==> config.mk <==
export PLATFORM = sky130hd
export DESIGN_NAME = vga_pattern_gen
export DESIGN_NICKNAME = d
export VERILOG_FILES = /design/src/rtl/vga_pkg.sv /design/src/rtl/vga_timing.sv /design/src/rtl/vga_pattern_gen.sv
export SDC_FILE = /design/constraint.sdc
export NUM_CORES = 1
export LEC_CHECK = 0
export ABC_AREA = 1
export ABC_CLOCK_PERIOD_IN_PS = 9000
export CAP_MARGIN = 10
export CORE_MARGIN = 2
export CORE_UTILIZATION = 50
export DETAILED_ROUTE_END_ITERATION = 16
export PLACE_DENSITY = 0.68
export SLEW_MARGIN = 25
export SYNTH_ARGS = -nofsm -noshare
export SYNTH_HDL_FRONTEND = slang
export SYNTH_SLANG_ARGS = --single-unit
export TNS_END_PERCENT = 5
==> constraint.sdc <==
create_clock -name clk -period 9 [get_ports clk]
set_input_delay 2.25 -clock clk [delete_from_list [all_inputs] [get_ports clk]]
set_output_delay 2.25 -clock clk [all_outputs]
set_load 0.005 [all_outputs]
==> src/rtl/vga_pkg.sv <==
// Shared constants for the VGA pattern generator: mode encodings, bar colours,
// default 800x600@72 timing and a counter-width helper.
package vga_pkg;

    localparam logic [1:0] MODE_SOLID = 2'd0;
    localparam logic [1:0] MODE_BARS  = 2'd1;
    localparam logic [1:0] MODE_CHECK = 2'd2;
    localparam logic [1:0] MODE_GRAD  = 2'd3;

    // Bar colours as {R,G,B} on/off flags, later widened to full channels.
    localparam logic [2:0] BAR_WHITE   = 3'b111;
    localparam logic [2:0] BAR_YELLOW  = 3'b110;
    localparam logic [2:0] BAR_CYAN    = 3'b011;
    localparam logic [2:0] BAR_GREEN   = 3'b010;
    localparam logic [2:0] BAR_MAGENTA = 3'b101;
    localparam logic [2:0] BAR_RED     = 3'b100;
    localparam logic [2:0] BAR_BLUE    = 3'b001;
    localparam logic [2:0] BAR_BLACK   = 3'b000;

    localparam int DEF_H_ACTIVE = 800;
    localparam int DEF_H_FP     = 56;
    localparam int DEF_H_SYNC   = 120;
    localparam int DEF_H_BP     = 64;
    localparam int DEF_V_ACTIVE = 600;
    localparam int DEF_V_FP     = 37;
    localparam int DEF_V_SYNC   = 6;
    localparam int DEF_V_BP     = 23;

    function automatic logic [2:0] bar_flags(input logic [2:0] idx);
        logic [2:0] f;
        case (idx)
            3'd0:    f = BAR_WHITE;
            3'd1:    f = BAR_YELLOW;
            3'd2:    f = BAR_CYAN;
            3'd3:    f = BAR_GREEN;
            3'd4:    f = BAR_MAGENTA;
            3'd5:    f = BAR_RED;
            3'd6:    f = BAR_BLUE;
            default: f = BAR_BLACK;
        endcase
        return f;
    endfunction

    // Counters must also be wide enough for the checker and gradient bit selects.
    function automatic int cnt_width(input int total, input int need);
        int w;
        w = $clog2(total);
        return (w > need) ? w : need;
    endfunction

endpackage

==> src/rtl/vga_timing.sv <==
// VGA raster counters with active/sync decode and frame-boundary detect.
// Counters advance only on edges with pix_en high.
module vga_timing #(
    parameter int H_ACTIVE = 800,
    parameter int H_FP     = 56,
    parameter int H_SYNC   = 120,
    parameter int H_BP     = 64,
    parameter int V_ACTIVE = 600,
    parameter int V_FP     = 37,
    parameter int V_SYNC   = 6,
    parameter int V_BP     = 23,
    parameter int HW       = 11,
    parameter int VW       = 10
) (
    input  logic          clk,
    input  logic          rst,
    input  logic          pix_en,
    output logic [HW-1:0] hcnt,
    output logic [VW-1:0] vcnt,
    output logic          active,
    output logic          hs_act,
    output logic          vs_act,
    output logic          frame_bound
);

    localparam logic [HW-1:0] H_LAST = HW'(H_ACTIVE + H_FP + H_SYNC + H_BP - 1);
    localparam logic [VW-1:0] V_LAST = VW'(V_ACTIVE + V_FP + V_SYNC + V_BP - 1);
    localparam logic [HW-1:0] H_ACT  = HW'(H_ACTIVE);
    localparam logic [HW-1:0] H_SS   = HW'(H_ACTIVE + H_FP);
    localparam logic [HW-1:0] H_SE   = HW'(H_ACTIVE + H_FP + H_SYNC);
    localparam logic [VW-1:0] V_ACT  = VW'(V_ACTIVE);
    localparam logic [VW-1:0] V_SS   = VW'(V_ACTIVE + V_FP);
    localparam logic [VW-1:0] V_SE   = VW'(V_ACTIVE + V_FP + V_SYNC);

    // Raster position: hcnt wraps per line, vcnt steps on each hcnt wrap.
    always_ff @(posedge clk or posedge rst) begin
        if (rst) begin
            hcnt <= '0;
            vcnt <= '0;
        end else if (pix_en) begin
            if (hcnt == H_LAST) begin
                hcnt <= '0;
                vcnt <= (vcnt == V_LAST) ? '0 : vcnt + VW'(1);
            end else begin
                hcnt <= hcnt + HW'(1);
            end
        end
    end

    // Region decode from the current raster position.
    always_comb begin
        active      = (hcnt < H_ACT) && (vcnt < V_ACT);
        hs_act      = (hcnt >= H_SS) && (hcnt < H_SE);
        vs_act      = (vcnt >= V_SS) && (vcnt < V_SE);
        frame_bound = (hcnt == '0) && (vcnt == '0);
    end

endmodule

==> src/rtl/vga_pattern_gen.sv <==
// VGA timing plus test-pattern mux with a registered, aligned output stage.
// Optional red frame border around the active area when VGA_PAT_BORDER_EN is defined.
module vga_pattern_gen
    import vga_pkg::*;
#(
    parameter int   H_ACTIVE = DEF_H_ACTIVE,
    parameter int   H_FP     = DEF_H_FP,
    parameter int   H_SYNC   = DEF_H_SYNC,
    parameter int   H_BP     = DEF_H_BP,
    parameter int   V_ACTIVE = DEF_V_ACTIVE,
    parameter int   V_FP     = DEF_V_FP,
    parameter int   V_SYNC   = DEF_V_SYNC,
    parameter int   V_BP     = DEF_V_BP,
    parameter logic HS_POL   = 1'b1,
    parameter logic VS_POL   = 1'b1,
    parameter int   RGB_W    = 4,
    parameter int   CHK_LOG2 = 5,
    parameter int   GRAD_SH  = 5
) (
    input  logic               clk,
    input  logic               rst,
    input  logic               pix_en,
    input  logic [1:0]         mode,
    input  logic [3*RGB_W-1:0] solid_rgb,
    output logic [3*RGB_W-1:0] prgb,
    output logic               hs,
    output logic               vs,
    output logic               de,
    output logic               frame_start
);

    localparam int NEED = (GRAD_SH + RGB_W > CHK_LOG2 + 1) ? GRAD_SH + RGB_W : CHK_LOG2 + 1;
    localparam int HW   = cnt_width(H_ACTIVE + H_FP + H_SYNC + H_BP, NEED);
    localparam int VW   = cnt_width(V_ACTIVE + V_FP + V_SYNC + V_BP, NEED);

    logic [HW-1:0]        hcnt_s;
    logic [VW-1:0]        vcnt_s;
    logic                 active_s;
    logic                 hs_act_s;
    logic                 vs_act_s;
    logic                 frame_bound_s;
    logic                 border_s;
    logic [1:0]           eff_mode_s;
    logic [3*RGB_W-1:0]   eff_rgb_s;
    logic [2:0]           bar_idx_s;
    logic [2:0]           bar_f_s;
    logic [RGB_W-1:0]     grad_r_s;
    logic [RGB_W-1:0]     grad_g_s;
    logic [3*RGB_W-1:0]   pat_s;
    logic [3*RGB_W-1:0]   pix_s;
    logic [1:0]           mode_q_r;
    logic [3*RGB_W-1:0]   rgb_q_r;

    vga_timing #(
        .H_ACTIVE(H_ACTIVE), .H_FP(H_FP), .H_SYNC(H_SYNC), .H_BP(H_BP),
        .V_ACTIVE(V_ACTIVE), .V_FP(V_FP), .V_SYNC(V_SYNC), .V_BP(V_BP),
        .HW(HW), .VW(VW)
    ) u_timing (
        .clk(clk), .rst(rst), .pix_en(pix_en),
        .hcnt(hcnt_s), .vcnt(vcnt_s),
        .active(active_s), .hs_act(hs_act_s), .vs_act(vs_act_s),
        .frame_bound(frame_bound_s)
    );

`ifdef VGA_PAT_BORDER_EN
    assign border_s = (hcnt_s == '0) || (hcnt_s == HW'(H_ACTIVE - 1)) ||
                      (vcnt_s == '0) || (vcnt_s == VW'(V_ACTIVE - 1));
`else
    logic unused_vcnt_s;
    assign unused_vcnt_s = ^vcnt_s;
    assign border_s      = 1'b0;
`endif

    // Pixel (0,0) already uses the freshly sampled mode so the whole frame shares it.
    always_comb begin
        if (frame_bound_s) begin
            eff_mode_s = mode;
            eff_rgb_s  = solid_rgb;
        end else begin
            eff_mode_s = mode_q_r;
            eff_rgb_s  = rgb_q_r;
        end
    end

    // Bar index = number of constant k*H_ACTIVE/8 boundaries already passed.
    always_comb begin
        bar_idx_s = 3'd0;
        for (int k = 1; k < 8; k++) begin
            if (hcnt_s >= HW'((k * H_ACTIVE) / 8)) begin
                bar_idx_s = bar_idx_s + 3'd1;
            end else begin
                bar_idx_s = bar_idx_s;
            end
        end
    end

    assign bar_f_s  = bar_flags(bar_idx_s);
    assign grad_r_s = hcnt_s[GRAD_SH+RGB_W-1:GRAD_SH];
    assign grad_g_s = vcnt_s[GRAD_SH+RGB_W-1:GRAD_SH];

    // Pattern select, then border override and blanking outside the active area.
    always_comb begin
        pat_s = '0;
        case (eff_mode_s)
            MODE_SOLID: pat_s = eff_rgb_s;
            MODE_BARS:  pat_s = {{RGB_W{bar_f_s[2]}}, {RGB_W{bar_f_s[1]}}, {RGB_W{bar_f_s[0]}}};
            MODE_CHECK: pat_s = (hcnt_s[CHK_LOG2] ^ vcnt_s[CHK_LOG2]) ? '1 : '0;
            MODE_GRAD:  pat_s = {grad_r_s, grad_g_s, grad_r_s ^ grad_g_s};
            default:    pat_s = '0;
        endcase
        if (!active_s) begin
            pix_s = '0;
        end else if (border_s) begin
            pix_s = {{RGB_W{1'b1}}, {(2*RGB_W){1'b0}}};
        end else begin
            pix_s = pat_s;
        end
    end

    // Output stage and frame-boundary mode latch; everything holds while pix_en is low.
    always_ff @(posedge clk or posedge rst) begin
        if (rst) begin
            prgb        <= '0;
            de          <= 1'b0;
            hs          <= ~HS_POL;
            vs          <= ~VS_POL;
            frame_start <= 1'b0;
            mode_q_r    <= MODE_SOLID;
            rgb_q_r     <= '0;
        end else if (pix_en) begin
            prgb        <= pix_s;
            de          <= active_s;
            hs          <= hs_act_s ? HS_POL : ~HS_POL;
            vs          <= vs_act_s ? VS_POL : ~VS_POL;
            frame_start <= frame_bound_s;
            if (frame_bound_s) begin
                mode_q_r <= mode;
                rgb_q_r  <= solid_rgb;
            end
        end
    end

endmodule

Yosys cells after proc, flatten, opt, wreduce, memory -nomap -nowiden
Cells that the tools add are included.
- equality and inequality tests: 11
- add/subtract/negate cells: 8
- reductions and logical operators: 9
- bitwise logic cells: 2
- mux-type cells: 17
- magnitude comparators: 13
- operator list (operator ; number):
    $pmux 12 s4 ; 1
    $mux 12 ; 3
    $ge 11x10->1 const B ; 3
    $ge 11x9->1 const B ; 3
    $lt 11x10->1 const B ; 2
    $pmux 3 s7 ; 1
    $lt 10x10->1 const B ; 2
    $add 3x1->3 const B ; 6
    $mux 3 ; 6
    $add 11x1->11 const B ; 1
    $eq 11x11->1 const B ; 1
    $ge 11x7->1 const B ; 1
    $ge 11x8->1 const B ; 1
    $logic_not 11->1 ; 1
    $mux 11 ; 1
    $add 10x1->10 const B ; 1
    $eq 10x10->1 const B ; 1
    $ge 10x10->1 const B ; 1
    $logic_not 10->1 ; 1
    $mux 10 ; 1
    $eq 3x3->1 const B ; 3
    $eq 3x2->1 const B ; 2
    $eq 2x2->1 const B ; 2
    $logic_and 1x1->1 ; 4
    other kinds (9) ; 11
- output and inout bits: 16
- word-level logic and storage cells: 69
- register bits: 51
- input port bits: 17

Depth between registers and ports, before layout
Gate-level depths: netlist of the first run.
- depth in word-level cells: 18
- gate-level depth with buffers: 29
- depth with buffers taken out: 28

Hierarchy
A second synthesis of the first run with hierarchy kept.
- cell total of the unflattened synthesis: 528
- area, all modules: 3703.6 µm²
- by module, submodules not included (module ; cells each ; sequential area each (µm²) ; instances ; area each (µm²)):
    vga_pattern_gen ; 332 ; 750.7 ; 1 ; 2277.2
    vga_timing ; 196 ; 525.5 ; 1 ; 1426.4

Worst setup path before layout of the first run
No wires, ideal clock.
- kind: register to register
- start: reg u_timing.hcnt[10]
- end: reg prgb[4]
- clock period less this slack: 3.892 ns
- library setup time: 0.116 ns
- stages on the path, launching flop included: 28
- slack: 5.108 ns
- path buffers: 0
- arrival time: 3.776 ns
- required time: 8.884 ns
- cells stage by stage: dfrtp_1 nor2_1 nand2_1 a21oi_1 o21a_1 inv_1 ha_1 inv_1 nand2_1 o21ai_0 inv_1 ha_1 or2_0 and2_1 ha_1 nand2_1 nand2_1 ha_1 or2_2 and2_1 ha_1 nand2_1 nand3b_1 nand2_1 nand2_1 nand2_1 nand2_1 nand2_1
- word-level cells in the longest chain between the ends: 18
- elaborated cells between the ends (all ways): 40
- classes of those cells: add/sub (6); order compare (8); eq/ne (9); mux (12); reduce/logical (5)
- ends and longest elaborated chain (what ; RTL line ; text):
    start, declared ; vga_timing.sv:18 ; output logic [HW-1:0] hcnt,
    start signal, assigned ; vga_timing.sv:45 ; hcnt <= hcnt + HW'(1);
    $ge 11x7->1 ; vga_pattern_gen.sv:89 ; if (hcnt_s >= HW'((k * H_ACTIVE) / 8)) begin
    $mux 1 ; vga_pattern_gen.sv:89 ;
    $add 3x1->3 ; vga_pattern_gen.sv:90 ; bar_idx_s = bar_idx_s + 3'd1;
    $mux 3 ; vga_pattern_gen.sv:89 ;
    $add 3x1->3 ; vga_pattern_gen.sv:90 ;
    $mux 3 ; vga_pattern_gen.sv:89 ;
    $add 3x1->3 ; vga_pattern_gen.sv:90 ;
    $mux 3 ; vga_pattern_gen.sv:89 ;
    (+2 left out) ; - ;
    $add 3x1->3 ; vga_pattern_gen.sv:90 ;
    $mux 3 ; vga_pattern_gen.sv:89 ;
    $add 3x1->3 ; vga_pattern_gen.sv:90 ;
    $mux 3 ; vga_pattern_gen.sv:89 ;
    $eq 3x3->1 (tied with other cells) ; vga_pkg.sv:31 ; case (idx)
    $pmux 3 s7 ; vga_pkg.sv:31 ;
    $pmux 12 s4 ; vga_pattern_gen.sv:104 ; case (eff_mode_s)
    $mux 12 (*) ; vga_pattern_gen.sv:111 ; if (!active_s) begin
    end signal, assigned ; vga_pattern_gen.sv:131 ; prgb <= pix_s;
    end, declared ; vga_pattern_gen.sv:25 ; output logic [3*RGB_W-1:0] prgb,
Mark *: on every way between the ends. The rest lies on a longest branch, timed or not.
A chain may end at the register's enable or synchronous reset.

Worst setup path after layout of the first run
Same ends and word-level chain as after synthesis.

==> flow_summary.ini, run 1 <==
[synth]
synthTopCellsByArea = dfrtp_1 (37%), nand2_1 (17%), inv_1 (9.8%)
yosys.area_share.xor_xnor_pct = 2.02
ys.flop_type = dfrtp_1
synth_nets = 535
synth-simple-area-share_pct = 30.2
async_reset_ff_share_pct = 100
synth_edf_count = 0
synth.distinct_cells = 42
synth_area_leader_cell = dfrtp_1
yosysWarningCount = 0
synth-adder-area-share_pct = 4.34
synth.cell_area_um2 = 3460
synthMuxAreaShare_pct = 0
yosysTopAreaCellShare_pct = 36.9
synth-seq-area-share_pct = 36.9
post_synth_inst_count = 506
synth_top_family_by_area = simple AND/OR/NAND/NOR gates
synth_compound_area_share_pct = 14.0
synth_area_per_cell_um2 = 6.84
synth-seq-cells = 51

[clock_network]
clock_sinks = 51
cts_htree_levels = 2
clkLatencyLatePin_ns = 0.30
ctsLongestPathBuffers = 2
cts-root-buf = clkbuf_8
cts_resized = 0
ctsHoldBuffers = 0
numCtsBuffers = 5
cts_tree = built
cts_setup_buffers = 0
clk_pin_slew_ns = 0.09

[pwr]
ir_worst_vdd_mv = 0.116
power.leakage_nw = 2.10
total_power_w = 0.000603
pwr_density_cell_nw_per_um2 = 154

[grt]
grt_pass1_wl_um = 13300
grt_pass1_vias = 2834
use_met3_pct = 3.22
grt_antenna_before_repair = 0
grt_max_degree = 52
grt_use_met2_pct = 35.4
grt.overflow.total = 0
grt.total_usage_pct = 22.1
globalRouteMet1Util_pct = 32.0
busiest_layer = met2

[critical_path]
arrival_ns = 4.70
cpPeakStageDelay_ns = 0.46
crit_path_end_kind = flip-flop
crit_path_max_fanout = 6
worstSetupPathType = flip-flop to flip-flop
startpoint_type = flip-flop
critPathSlowestCell = dfrtp_1
critPathBufInv = 3
crit_top_cell = nand2_1
cp_top_family = simple AND/OR/NAND/NOR gates
critical_path_required_ns = 9.21

[sta]
setup_viol = 0
slew_headroom_pct = 48.8
rsz0062_at_grt = no
setup_tns_ns = 0
clock_skew_ns = 0.00785
layout_min_cycle_time_ns = 4.49
whs_ns = 0.487
final-max-slew-violation-count = 0
fin_crit_sh_pct = 49.9
hold_violations = 0
worst_slew_pin_slew_ns = 0.765
max_clock_freq_mhz = 223

[layout]
fin_nets = 559
design_area_um2 = 3920
final_cell_mix = nand2_1 (156), inv_1 (89), dfrtp_1 (51)
area_delta_synth_final_pct = 13.3
final_common_cell = nand2_1
n_antenna_cell = 0
drive_gt1_share_pct = 5.08

[die]
die_h_um = 87.2
core_area_um2 = 6760
start_util_pct = 51.2
ioPinCount = 33
rows = 30
dieArea_um2 = 7600
die_w_um = 87.2

[route]
via_per_inst = 5.12
postRouteAntennaNets = 0
drc_errors = 0
via_count = 3128
dr.pass1.iters = 4
drtIter0Drc = 121
routedWlPerCell_um = 13.1
wl_um = 8000

[placement]
numPortBuffers = 32
gp_congestion = 0.884
dpl_cell_area_um2 = 3810
dp_hpwl_um = 6030

[status]
status = finished clean

[worst_hold_path]
hold_path_class = flip-flop to flip-flop

[flow_run]
drv_cap = 0
==> layout make-up <==
| class | instances | area [um^2] |
|---|---|---|
| Fill cell | 659 | 2830 |
| Clock buffer | 8 | 100 |
| Timing Repair Buffer | 34 | 339 |
| Sequential cell | 51 | 1280 |
| Inverter | 95 | 357 |
| Multi-Input combinational cell | 343 | 1750 |
| Tap cell | 80 | 100 |
==> report_power, final <==
group | internal [W] | leakage [nW] | switching (W)
clock | 0.0000703 | 0.0515 | 0.0000746
sequential | 0.000251 | 0.666 | 0.0000371
combinational | 0.0000625 | 1.38 | 0.000108
==> metal layers <==
layer  vias up  routed length [um]
li1       1641                   -
met1      1423                3960
met2        56                3740
met3         8                 248
met4         0                  61
met5         -                   0
==> tightest hold or removal path, cell delays in order (launching register included) <==
cell and delay [ns]:
dfrtp_1 0.36, nand2_1 0.05, nand2_1 0.05
==> stage by stage <==
step           util (%)  worst slack [ns]  instances
4_1_cts            57.9              4.54        610
3_3_place_gp       56.4              4.60        602
5_1_grt            58.1              4.16        611
3_5_place_dp       56.4              4.53        602
6_report           58.1              4.51        611
2_1_floorplan         -              5.11        506
==> flip-flops by register name, indices dropped and copies added, names as in the netlist <==
register and cells:
prgb 12, hs 1, mode_q_r 2, rgb_q_r 12
vs 1, frame_start 1, u_timing.hcnt 11, de 1
u_timing.vcnt 10
==> worst paths after layout <==
| check | from | endpoint | slack (ns) | cells after the start |
|---|---|---|---|---|
| worst max-delay path | u_timing.hcnt[10] | prgb[4] | 4.51 | 27 |
| worst min-delay path | prgb[3] | prgb[3] | 0.49 | 2 |
| worst max register to register | u_timing.hcnt[10] | prgb[4] | 4.51 | 27 |
| worst min register to register | prgb[3] | prgb[3] | 0.49 | 2 |
| max in group asynchronous | rst | vs | 6.11 | 3 |
| min in group asynchronous | rst | u_timing.vcnt[0] | 2.43 | 3 |
==> kinds of logic (layout without fill, tap and decap cells) <==
kind of cell	after synthesis	count (layout)
and+or+nand+nor	242	242
buffers and inverters	112	137
AOI/OAI and AO/OA	81	81
DFF	51	51
adders and majority gates	12	12
xor gates and xnor gates	8	8
==> synth_stat cells (all sizes together) (2+ instances only) <==
| library cell | count |
|---|---|
| nand3 | 29 |
| nand2 | 157 |
| nor4 | 2 |
| nor3 | 7 |
| a31oi | 6 |
| and2 | 2 |
| nand4 | 8 |
| xnor2 | 3 |
| o21ai | 42 |
| buf | 7 |
| xor2 | 5 |
| dfrtp | 51 |
| o211ai | 11 |
| clkbuf | 10 |
| ha | 12 |
| or2 | 4 |
| inv | 94 |
| nor2 | 31 |
| a21oi | 14 |
(Power assumes the default switching activity.)
==> inputs of run 2 (changes only) <==
--- a/config.mk
+++ b/config.mk
@@ -6,7 +6,7 @@
 export NUM_CORES = 1
 export LEC_CHECK = 0
 export ABC_AREA = 1
-export ABC_CLOCK_PERIOD_IN_PS = 9000
+export ABC_CLOCK_PERIOD_IN_PS = 4350
 export CAP_MARGIN = 10
 export CORE_MARGIN = 2
 export CORE_UTILIZATION = 50
==> constraint.sdc (replaced) <==
create_clock -name clk -period 4.35 [get_ports clk]
set_input_delay 1.0875 -clock clk [delete_from_list [all_inputs] [get_ports clk]]
set_output_delay 1.0875 -clock clk [all_outputs]
set_load 0.005 [all_outputs]
==> flow_summary.ini, run 2 (same netlist as run 1, synthesis figures left out) <==
[critical_path]
r2r_slack_ns = 0.29
cp-startpoint = u_timing.hcnt[10]
r2r-start = u_timing.hcnt[10]
crit_path_max_fanout = 6
reg2reg_depth = 25
crit_end = prgb[5]
arrival_ns = 4.26
r2r-end = prgb[5]
critical_path_required_ns = 4.54
worstSetupPathType = flip-flop to flip-flop
crit_path_end_kind = flip-flop
startpoint_type = flip-flop

[clock_network]
clkLatencyLatePin_ns = 0.31
cts-root-buf = clkbuf_8
ctsLongestPathBuffers = 2
clk_pin_slew_ns = 0.09
clock_sinks = 51
cts_htree_levels = 2
ctsHoldBuffers = 0
numCtsBuffers = 5
cts_tree = built

[sta]
layout_min_cycle_time_ns = 4.06
setup_tns_ns = 0
slew_headroom_pct = 52.8
final-max-slew-violation-count = 0
rsz0062_at_grt = no
hold_violations = 0
setup_viol = 0
clock_skew_ns = 0.0128
max_clock_freq_mhz = 246
worst_slew_pin_slew_ns = 0.706
fin_crit_sh_pct = 93.4

[layout]
design_area_um2 = 4040
nFillCells = 651
final_cell_mix = nand2_1 (150), inv_1 (88), dfrtp_1 (49)
multi_input_area_um2 = 1810
area_delta_synth_final_pct = 16.6
n_antenna_cell = 0
drive_gt1_share_pct = 9.14
fin_nets = 565
largest_registers = prgb x12, rgb_q_r x12, u_timing.hcnt x11
regArea_um2 = 1280
final_common_cell = nand2_1

[route]
wl_um = 8020
postRouteAntennaNets = 0
routedWlPerCell_um = 13.0
via_per_inst = 5.25
via_count = 3234
drtIter0Drc = 144
dr.pass1.iters = 5
drc_errors = 0

[grt]
grt.total_usage_pct = 22.5
grt.overflow.total = 0
grt_pass1_wl_um = 13600
grt_pass1_vias = 2976
grt_antenna_before_repair = 0
grt_max_degree = 52

[flow_run]
drv_cap = 0

[placement]
numPortBuffers = 32
gp_congestion = 0.909
dpl_cell_area_um2 = 3860
dp_hpwl_um = 6170

[worst_hold_path]
hold_path_class = flip-flop to flip-flop

[pwr]
pwr_density_cell_nw_per_um2 = 327
power.leakage_nw = 2.12
ir_worst_vdd_mv = 0.248

[status]
status = finished clean

[die]
die_h_um = 87.2
dieArea_um2 = 7600
core_area_um2 = 6760
start_util_pct = 51.2
rows = 30
die_w_um = 87.2
ioPinCount = 33
[run 2: cell types whose count changed in the layout (fill, tap and decap cells not counted), sizes merged]
cell      change
clkinvlp      +1
buf           +6
bufinv        +1
clkbuf        -3
[run 2: cell type report]
type                       instances  area share [%]
inverter                          95            8.90
multi-input combinational        343            44.9
clock inverter                     2           0.930
timing repair buffer              40            9.42
tap                               80            2.48
sequential                        51            31.7
clock buffer                       5            1.70
[run 2: critical path, stage by stage (launching register included)]
cell and delay, ns:
dfrtp_2 0.47, nor2_4 0.14, nand2_2 0.09, a21oi_2 0.11, o21a_1 0.21, ha_4 0.24
inv_1 0.08, nand3_1 0.10, nand2_1 0.10, ha_1 0.22, or2_0 0.23, and2_1 0.16
ha_1 0.27, nand2_2 0.07, nand2_1 0.05, ha_1 0.27, or2_2 0.31, and2_1 0.16
ha_1 0.17, nand2_1 0.07, nand3b_1 0.10, nand2_1 0.07, nand2_2 0.09, nand2_1 0.06
nand2_1 0.06, nand2_1 0.04
[run 2: timing repair]
| action | in CTS | in global routing |
|---|---|---|
| hold endpoints to repair | 0 | 0 |
| gates resized for setup | 0 | 20 |
| endpoints found under the setup margin | 0 | 8 |
| setup buffers | 0 | 1 |
[run 2: per-layer routing]
layer  vias up  share of wire [%]  track usage, %
met4         0                1.4            6.15
met2        71                 48            36.9
li1       1654                  -               -
met1      1495                 46            31.0
met3        14                4.2            3.41
met5         -                  0               0
[run 2: worst min-delay path by stage]
stage | from | endpoint | slack, ns | cells after the start
2_1_floorplan | rgb_q_r[0] | rgb_q_r[0] | 0.45 | 2
3_3_place_gp | prgb[10] | prgb[10] | 0.46 | 2
3_5_place_dp | prgb[3] | prgb[3] | 0.46 | 2
4_1_cts | prgb[3] | prgb[3] | 0.49 | 2
5_1_grt | prgb[5] | prgb[5] | 0.51 | 2
6_report | prgb[3] | prgb[3] | 0.48 | 2
[run 2: metrics by stage]
step / instances / power, W / hold slack (ns) / setup slack, ns / util (%)
5_1_grt: 616 / 0.00142 / 0.508 / 0.00907 / 59.7
3_3_place_gp: 608 / 0.000976 / 0.464 / 0.235 / 57.1
3_5_place_dp: 608 / 0.000978 / 0.464 / 0.134 / 57.1
6_report: 616 / 0.00132 / 0.480 / 0.288 / 59.7
2_1_floorplan: 506 / 0.000844 / 0.453 / 0.458 / -
4_1_cts: 615 / 0.00131 / 0.487 / 0.0930 / 58.7
[run 2: power breakdown]
| group | total (W) | internal (W) | switching (W) |
|---|---|---|---|
| Clock | 0.000323 | 0.000168 | 0.000155 |
| Combinational | 0.000418 | 0.000160 | 0.000259 |
| Sequential | 0.000580 | 0.000521 | 0.0000591 |
| Total | 0.00132 | 0.000849 | 0.000473 |
